`src/rtl/uart_rx_oversampler.sv`:
```
// rtl/uart_rx_oversampler.sv - 16x oversampling UART receiver; optional parity bit via UART_RX_PARITY_EN
module uart_rx_oversampler #(
    parameter int DBIT    = 8,
    parameter int SB_TICK = 16,
    parameter int OVS     = 16
`ifdef UART_RX_PARITY_EN
    ,
    parameter int PARITY_ODD = 0
`endif
) (
    input  logic            clk,
    input  logic            reset,
    input  logic            tick,
    input  logic            rx,
    output logic [DBIT-1:0] dout,
    output logic            rx_done_tick,
    output logic            frame_err,
    output logic            parity_err
);

    // The tick counter has to reach both the per-bit count and the stop-bit count
    localparam int S_MAX = (SB_TICK > OVS) ? SB_TICK : OVS;
    localparam int SW    = (S_MAX > 1) ? $clog2(S_MAX) : 1;
    localparam int NW    = (DBIT > 1) ? $clog2(DBIT) : 1;

    localparam logic [SW-1:0] S_HALF = SW'(OVS / 2 - 1);
    localparam logic [SW-1:0] S_BIT  = SW'(OVS - 1);
    localparam logic [SW-1:0] S_STOP = SW'(SB_TICK - 1);
    localparam logic [NW-1:0] N_LAST = NW'(DBIT - 1);

    localparam logic [2:0] ST_IDLE   = 3'd0;
    localparam logic [2:0] ST_START  = 3'd1;
    localparam logic [2:0] ST_DATA   = 3'd2;
    localparam logic [2:0] ST_STOP   = 3'd4;
`ifdef UART_RX_PARITY_EN
    localparam logic [2:0] ST_PARITY = 3'd3;
    localparam logic       PAR_ODD   = (PARITY_ODD != 0);
`endif

    logic            rx_meta_q;
    logic            rx_s_q;

    logic [2:0]      state_q, state_d;
    logic [SW-1:0]   s_q, s_d;
    logic [NW-1:0]   n_q, n_d;
    logic [DBIT-1:0] b_q, b_d;
    logic            frame_done;

    logic [DBIT-1:0] dout_q;
    logic            done_q;
    logic            frame_err_q;

`ifdef UART_RX_PARITY_EN
    logic            p_bit_q, p_bit_d;
    logic            parity_err_q;
`endif

    // Two-flop synchroniser; resets to idle-high so reset release never looks like a start bit
    always_ff @(posedge clk or posedge reset) begin
        if (reset) begin
            rx_meta_q <= 1'b1;
            rx_s_q    <= 1'b1;
        end else begin
            rx_meta_q <= rx;
            rx_s_q    <= rx_meta_q;
        end
    end

    // Frame sequencing: only the IDLE exit ignores tick, everything else steps on tick
    always_comb begin
        state_d    = state_q;
        s_d        = s_q;
        n_d        = n_q;
        b_d        = b_q;
        frame_done = 1'b0;
`ifdef UART_RX_PARITY_EN
        p_bit_d    = p_bit_q;
`endif
        case (state_q)
            ST_IDLE: begin
                if (!rx_s_q) begin
                    state_d = ST_START;
                    s_d     = '0;
                end
            end
            ST_START: begin
                if (tick) begin
                    if (s_q == S_HALF) begin
                        // Line must still be low at mid start bit, otherwise it was a glitch
                        if (!rx_s_q) begin
                            state_d = ST_DATA;
                            s_d     = '0;
                            n_d     = '0;
                        end else begin
                            state_d = ST_IDLE;
                        end
                    end else begin
                        s_d = s_q + 1'b1;
                    end
                end
            end
            ST_DATA: begin
                if (tick) begin
                    if (s_q == S_BIT) begin
                        s_d = '0;
                        b_d = {rx_s_q, b_q[DBIT-1:1]};
                        if (n_q == N_LAST) begin
`ifdef UART_RX_PARITY_EN
                            state_d = ST_PARITY;
`else
                            state_d = ST_STOP;
`endif
                        end else begin
                            n_d = n_q + 1'b1;
                        end
                    end else begin
                        s_d = s_q + 1'b1;
                    end
                end
            end
`ifdef UART_RX_PARITY_EN
            ST_PARITY: begin
                if (tick) begin
                    if (s_q == S_BIT) begin
                        s_d     = '0;
                        p_bit_d = rx_s_q;
                        state_d = ST_STOP;
                    end else begin
                        s_d = s_q + 1'b1;
                    end
                end
            end
`endif
            ST_STOP: begin
                if (tick) begin
                    if (s_q == S_STOP) begin
                        state_d    = ST_IDLE;
                        frame_done = 1'b1;
                    end else begin
                        s_d = s_q + 1'b1;
                    end
                end
            end
            default: begin
                state_d = ST_IDLE;
            end
        endcase
    end

    // Frame state, counters and shift register
    always_ff @(posedge clk or posedge reset) begin
        if (reset) begin
            state_q <= ST_IDLE;
            s_q     <= '0;
            n_q     <= '0;
            b_q     <= '0;
`ifdef UART_RX_PARITY_EN
            p_bit_q <= 1'b0;
`endif
        end else begin
            state_q <= state_d;
            s_q     <= s_d;
            n_q     <= n_d;
            b_q     <= b_d;
`ifdef UART_RX_PARITY_EN
            p_bit_q <= p_bit_d;
`endif
        end
    end

    // Result registers: word and error flags update together with the one-clock done strobe
    always_ff @(posedge clk or posedge reset) begin
        if (reset) begin
            dout_q       <= '0;
            done_q       <= 1'b0;
            frame_err_q  <= 1'b0;
`ifdef UART_RX_PARITY_EN
            parity_err_q <= 1'b0;
`endif
        end else begin
            done_q <= frame_done;
            if (frame_done) begin
                dout_q       <= b_q;
                frame_err_q  <= ~rx_s_q;
`ifdef UART_RX_PARITY_EN
                parity_err_q <= (^b_q) ^ p_bit_q ^ PAR_ODD;
`endif
            end
        end
    end

    assign dout         = dout_q;
    assign rx_done_tick = done_q;
    assign frame_err    = frame_err_q;
`ifdef UART_RX_PARITY_EN
    assign parity_err   = parity_err_q;
`else
    assign parity_err   = 1'b0;
`endif

endmodule

```
`config.mk`:
```
export PLATFORM = sky130hd
export DESIGN_NAME = uart_rx_oversampler
export DESIGN_NICKNAME = d
export VERILOG_FILES = /design/src/rtl/uart_rx_oversampler.sv
export SDC_FILE = /design/constraint.sdc
export NUM_CORES = 1
export LEC_CHECK = 0
export ABC_AREA = 1
export BUFFER_PORTS_ARGS = -buffer_cell sky130_fd_sc_hd__buf_2
export CORE_AREA = 2 2 69 71
export CTS_CLUSTER_DIAMETER = 100
export DETAILED_ROUTE_END_ITERATION = 12
export DIE_AREA = 0 0 71 73
export PLACE_DENSITY = 0.69
export SLEW_MARGIN = 20
export SYNTH_ARGS = -nofsm -noshare
export SYNTH_HDL_FRONTEND = slang
export SYNTH_SLANG_ARGS = --single-unit
```
`constraint.sdc`:
```
create_clock -name clk -period 1.31 [get_ports clk]
set_input_delay 0.1965 -clock clk [delete_from_list [all_inputs] [get_ports clk]]
set_output_delay 0.1965 -clock clk [all_outputs]
set_load 0.01 [all_outputs]
```
[After elaboration in Yosys (flattened, before gate mapping)]
Index checks and enable logic that the tools add are counted.
W data, S select, Z words.
Cells by class
  shift operators: 0
  div/mod/pow operators: 0
  $add $sub $neg: 2
  reduce and logical (&&, ||, !) cells: 7
  multiplexer cells: 28
  multiply operators: 0
  magnitude comparators: 0
  bitwise logic cells: 1
  equality and inequality tests: 17
Operators with widths (number)
  $mux W3: 14
  $mux W4: 7
  $ne A2 B2 Y1 const B: 11
  $pmux W4 S4: 1
  $pmux W3 S4: 1
  $reduce_and A8 Y1: 1
  $reduce_and A7 Y1: 1
  $eq A3 B3 Y1 const B: 2
  $pmux W3 S2: 1
  $reduce_and A5 Y1: 1
  $add A4 B1 Y4 const B: 1
  $eq A4 B3 Y1 const B: 1
  $eq A4 B4 Y1 const B: 1
  $reduce_bool A4 Y1: 1
  $add A3 B1 Y3 const B: 1
  $eq A3 B1 Y1 const B: 1
  $eq A3 B2 Y1 const B: 1
  $logic_not A3 Y1: 1
  $mux W1: 3
  $reduce_and A3 Y1: 1
  $mux W2: 1
  $reduce_bool A2 Y1: 1
  $not A1 Y1: 1
Word-level totals
  bits in latches: 0
  memory bits (read-only): 0
  output and inout port bits: 11
  memories: 0
  RAM bits: 0
  word-level logic and storage cells: 64
  bits in registers: 30
  input bits: 4

[Longest topological paths before layout]
  depth after elaboration: 5
  mapped depth: 10
  mapped depth without buffers: 9

[Worst setup path before layout]
OpenSTA, ideal clock, no wires.
  path kind: flip-flop to flip-flop
  start: register s_q[0]
  end: register frame_err_q, in the netlist frame_err
  arrival time: 1.308 ns
  period minus slack after synthesis: 1.427 ns
  library setup time: 0.118 ns
  data required time: 1.192 ns
  path buffers: 1
  cell stages (with the launch flop): 8
  slack: -0.117 ns
  cell sequence: dfrtp_1 ha_1 nand3_2 nor2_4 nand2_2 buf_6 nand2_1 o21ai_2
On the way
  cells in the longest elaborated chain, start to end: 4
Ends and longest elaborated chain
  from (decl): line 44  | logic [SW-1:0] s_q, s_d;
  from (signal assigned): line 154  | s_q <= '0;
  from (signal assigned): line 162  | s_q <= s_d;
  $eq A4 B4 Y1: line 136  | if (s_q == S_STOP) begin
  $mux W1: line 136
  $mux W1: line 135  | if (tick) begin
  $mux W1: line 79  | case (state_q)
  to (signal assigned): line 184  | frame_err_q <= ~rx_s_q;
  to (decl): line 51  | logic frame_err_q;
No other way between the ends.
A chain may end at the register's enable or synchronous reset.

[Worst setup path after layout]
  start: register s_q[0]
  end: register dout_q[0], in the netlist dout[0]
On the way
  cells in the longest elaborated chain, start to end: 4
Ends and longest elaborated chain
  $eq A4 B4 Y1: line 136
  $mux W1: line 136
  $mux W1: line 135
  $mux W1: line 79
  to (signal assigned): line 183  | dout_q <= b_q;
  to (decl): line 49  | logic [DBIT-1:0] dout_q;
No other way between the ends.

==> out/summary.json <==
{
  "cells_and_area": {
    "antennaDiodeCount": 0,
    "layout_common_cells": "sky130_fd_sc_hd__nand2_1, sky130_fd_sc_hd__dfrtp_1, sky130_fd_sc_hd__inv_1, sky130_fd_sc_hd__buf_4, sky130_fd_sc_hd__nand2_2",
    "finish.utilization_pct": 48.9,
    "finalNetCount": 255,
    "multiInputGateArea_um2": 941,
    "seq_area_um2": 757,
    "layout_commonest_cell": "sky130_fd_sc_hd__nand2_1",
    "design_area_um2": 2220,
    "drive_gt1_share_pct": 41.8,
    "area.growth.synth_to_final_pct": 29.4,
    "filler_cell_count": 434,
    "number_of_standard_cells_in_the_final_layout_excluding_fillers": 303
  },
  "sta": {
    "fmax_mhz": 742,
    "timing.final.setup_violations": 13,
    "hold_viol_final": 20,
    "final.setup.tns_ps": -199,
    "min_period_over_period_pct": 103,
    "rsz0062_at_grt": "true",
    "hold-worst-slack_ps": -9.85,
    "finalWorstSetupSlack_ps": -36.9,
    "fin_worst_skew_ps": 5.73,
    "timing_max_transition_violations_final": 0,
    "period_needed_ps": 1350
  },
  "global_routing": {
    "grt_max_degree": 31,
    "globalRouteTotalUtil_pct": 13.5,
    "grt_pass1_wl_mm": 5.58,
    "antenna_found_initial": 0,
    "overflow": 0,
    "grt_pass1_vias": 1291
  },
  "synthesis": {
    "synth_compound_gate_area_share_pct": 8.55,
    "synth_nets": 217,
    "largest_area_contributor_in_the_netlist": "sky130_fd_sc_hd__dfrtp_1",
    "synth.top_cells.by_area": "sky130_fd_sc_hd__dfrtp_1, sky130_fd_sc_hd__nand2_1, sky130_fd_sc_hd__inv_1",
    "dominant_combinational_cell_family_by_area_after_synthesis": "simple AND/OR/NAND/NOR gates",
    "synthAdderAreaFrac_pct": 2.19,
    "ys_ff_latch": 30,
    "synthCells": 210,
    "syn_std_cell_area_um2": 1710,
    "synth.yosys.seq_area_share_pct": 44.0,
    "synth.mux.area_fraction_pct": 0,
    "synth_largest_type_area_fraction_pct": 40.9,
    "yosys.cell_types.count": 27,
    "synth-simple-area-share_pct": 36.9,
    "yosys.area_share.xor_xnor_pct": 0.511,
    "ys_warn_count": 0,
    "synthesis.area_per_instance_um2": 8.16
  },
  "pwr": {
    "total_leakage_power_uw": 0.00113,
    "power_per_cell_area_nw_per_um2": 1820,
    "post-layout-total-power_uw": 4040,
    "vdd_ir_drop_max_v": 0.000787
  },
  "floorplan": {
    "floorplan.die_area_um2": 5180,
    "fp.dieH_um": 73,
    "initial_core_util_pct": 37.8,
    "ios": 15,
    "core_area_um2": 4540,
    "rows": 25,
    "chipWidth_um": 71
  },
  "detailed_routing": {
    "vias": 1439,
    "via_per_inst": 4.75,
    "detail_route.drc_violations": 0,
    "1st_iter_drt_viols": 73,
    "number_of_nets_with_antenna_violations_after_detailed_routing": 0,
    "drt_wl_total_mm": 3.47,
    "detailedRoute.firstPassIterationCount": 4,
    "detail_route.wl_per_cell_um": 11.5
  },
  "worst_setup_path": {
    "worst-r2r-setup-slack_ps": -40,
    "r2r.worst_path.cells": 7,
    "critical_path.endpoint_type": "flip-flop",
    "worstSetupPathType": "flip-flop to flip-flop",
    "timing.critical_path.required_ps": 1470,
    "worst_setup_path_start_kind": "flip-flop",
    "arrival_ps": 1510,
    "critical_path.max_fanout": 9,
    "worst_r2r_endpoint": "dout[0]",
    "crit-reg2reg-launch": "s_q[0]"
  },
  "cts": {
    "clock_latency_ps": 270,
    "tritoncts.num_buffers": 5,
    "cts_sinks": 30,
    "tritoncts_clock_tree": "built",
    "max-clock-path-buffers": 2,
    "path_clk_slew_ps": 60,
    "clk_root_buffer_cell": "sky130_fd_sc_hd__clkbuf_8",
    "cts.hold.buffers_added": 0,
    "clock_tree.htree_level_count": 2
  },
  "min_path": {
    "worstHoldPathType": "input port to asynchronous set/reset pin"
  },
  "status": {
    "result_of_the_run": "complete, but fails checks",
    "violations": "negative hold slack, negative setup slack"
  },
  "placed_design": {
    "gpl.final_weighted_congestion": 0.934,
    "numPortBuffers": 13,
    "dpl.cell_count": 289,
    "place_hpwl_mm": 2.43,
    "placedInstanceArea_um2": 1960
  },
  "run": {
    "max_cap_viol_count": 0
  }
}
[through the flow]
| step | hold slack, ps | setup slack [ps] |
|---|---|---|
| 2_1_floorplan | 201 | 10.2 |
| 3_3_place_gp | 290 | -61.9 |
| 3_5_place_dp | 291 | -58.6 |
| 4_1_cts | 2.47 | -11.7 |
| 5_1_grt | 16.7 | -117 |
| 6_report | -9.85 | -36.9 |
[how the worst max path moves through the flow]
stage,startpoint,endpoint,cells past startpoint
4_1_cts,state_q[0],state_q[1],7
3_5_place_dp,s_q[1],state_q[1],8
6_report,s_q[0],dout[0],7
3_3_place_gp,s_q[1],state_q[1],8
2_1_floorplan,s_q[1],frame_err,7
5_1_grt,s_q[1],n_q[1],7
[cells in the mapped netlist (all sizes together)]
cell and n:
xor2 1, and2 1, or2 1, buf 4
dfstp 2, ha 3, nand3 17, nand3b 3
inv 24, a21oi 1, conb 1, nand2 77
o21bai 1, dfrtp 28, nand4 5, o21ai 20
nor2 21
[metal layers]
metal	global-route usage (%)	wire length, um
met2	21.6	1660
met4	4.82	36
met3	2.90	80
met5	0	0
met1	18.3	1700
[flip-flops by register name (all words and copies together), names as in the netlist]
signal and cells:
b_q 8, dout 8, s_q 4, n_q 3, state_q 3, frame_err 1
rx_done_tick 1, rx_meta_q 1, rx_s_q 1
[final cells by class]
type,instances,share of cell area [%]
multi-input cells,152,42.5
repair buffers,35,11.9
flip-flops and latches,30,34.2
inverters,24,4.29
clock buffers,7,3.90
well taps,54,3.05
clock inverters,1,0.226
[report_power, final]
group	internal, uW	total (uW)	switching [uW]
sequential	1040	1210	168
clock	423	746	323
combinational	890	2090	1200
[kinds of logic after synthesis]
kind of cell	after synthesis
simple gates	125
flops	30
xor+xnor	1
buf+inv	28
fa+ha+maj	3
compound gates	22
other cells	1
[critical path, cell delays in order (launching register included)]
cell and delay, ps:
sky130_fd_sc_hd__dfrtp_2 390, sky130_fd_sc_hd__ha_4 170, sky130_fd_sc_hd__nand3_4 140, sky130_fd_sc_hd__nor2_4 170, sky130_fd_sc_hd__nand2_4 80, sky130_fd_sc_hd__clkbuf_16 180
sky130_fd_sc_hd__nand2_4 50, sky130_fd_sc_hd__nand2_1 40
[repair_timing]
| item | 4_1_cts | 5_1_grt |
|---|---|---|
| gates resized for setup | 10 | 24 |
| cloned | 0 | 1 |
| pin swaps | 3 | 8 |
| buffers inserted | 1 | 4 |
| setup endpoints to repair | 26 | 27 |
Power figures use the tool's default switching activity.
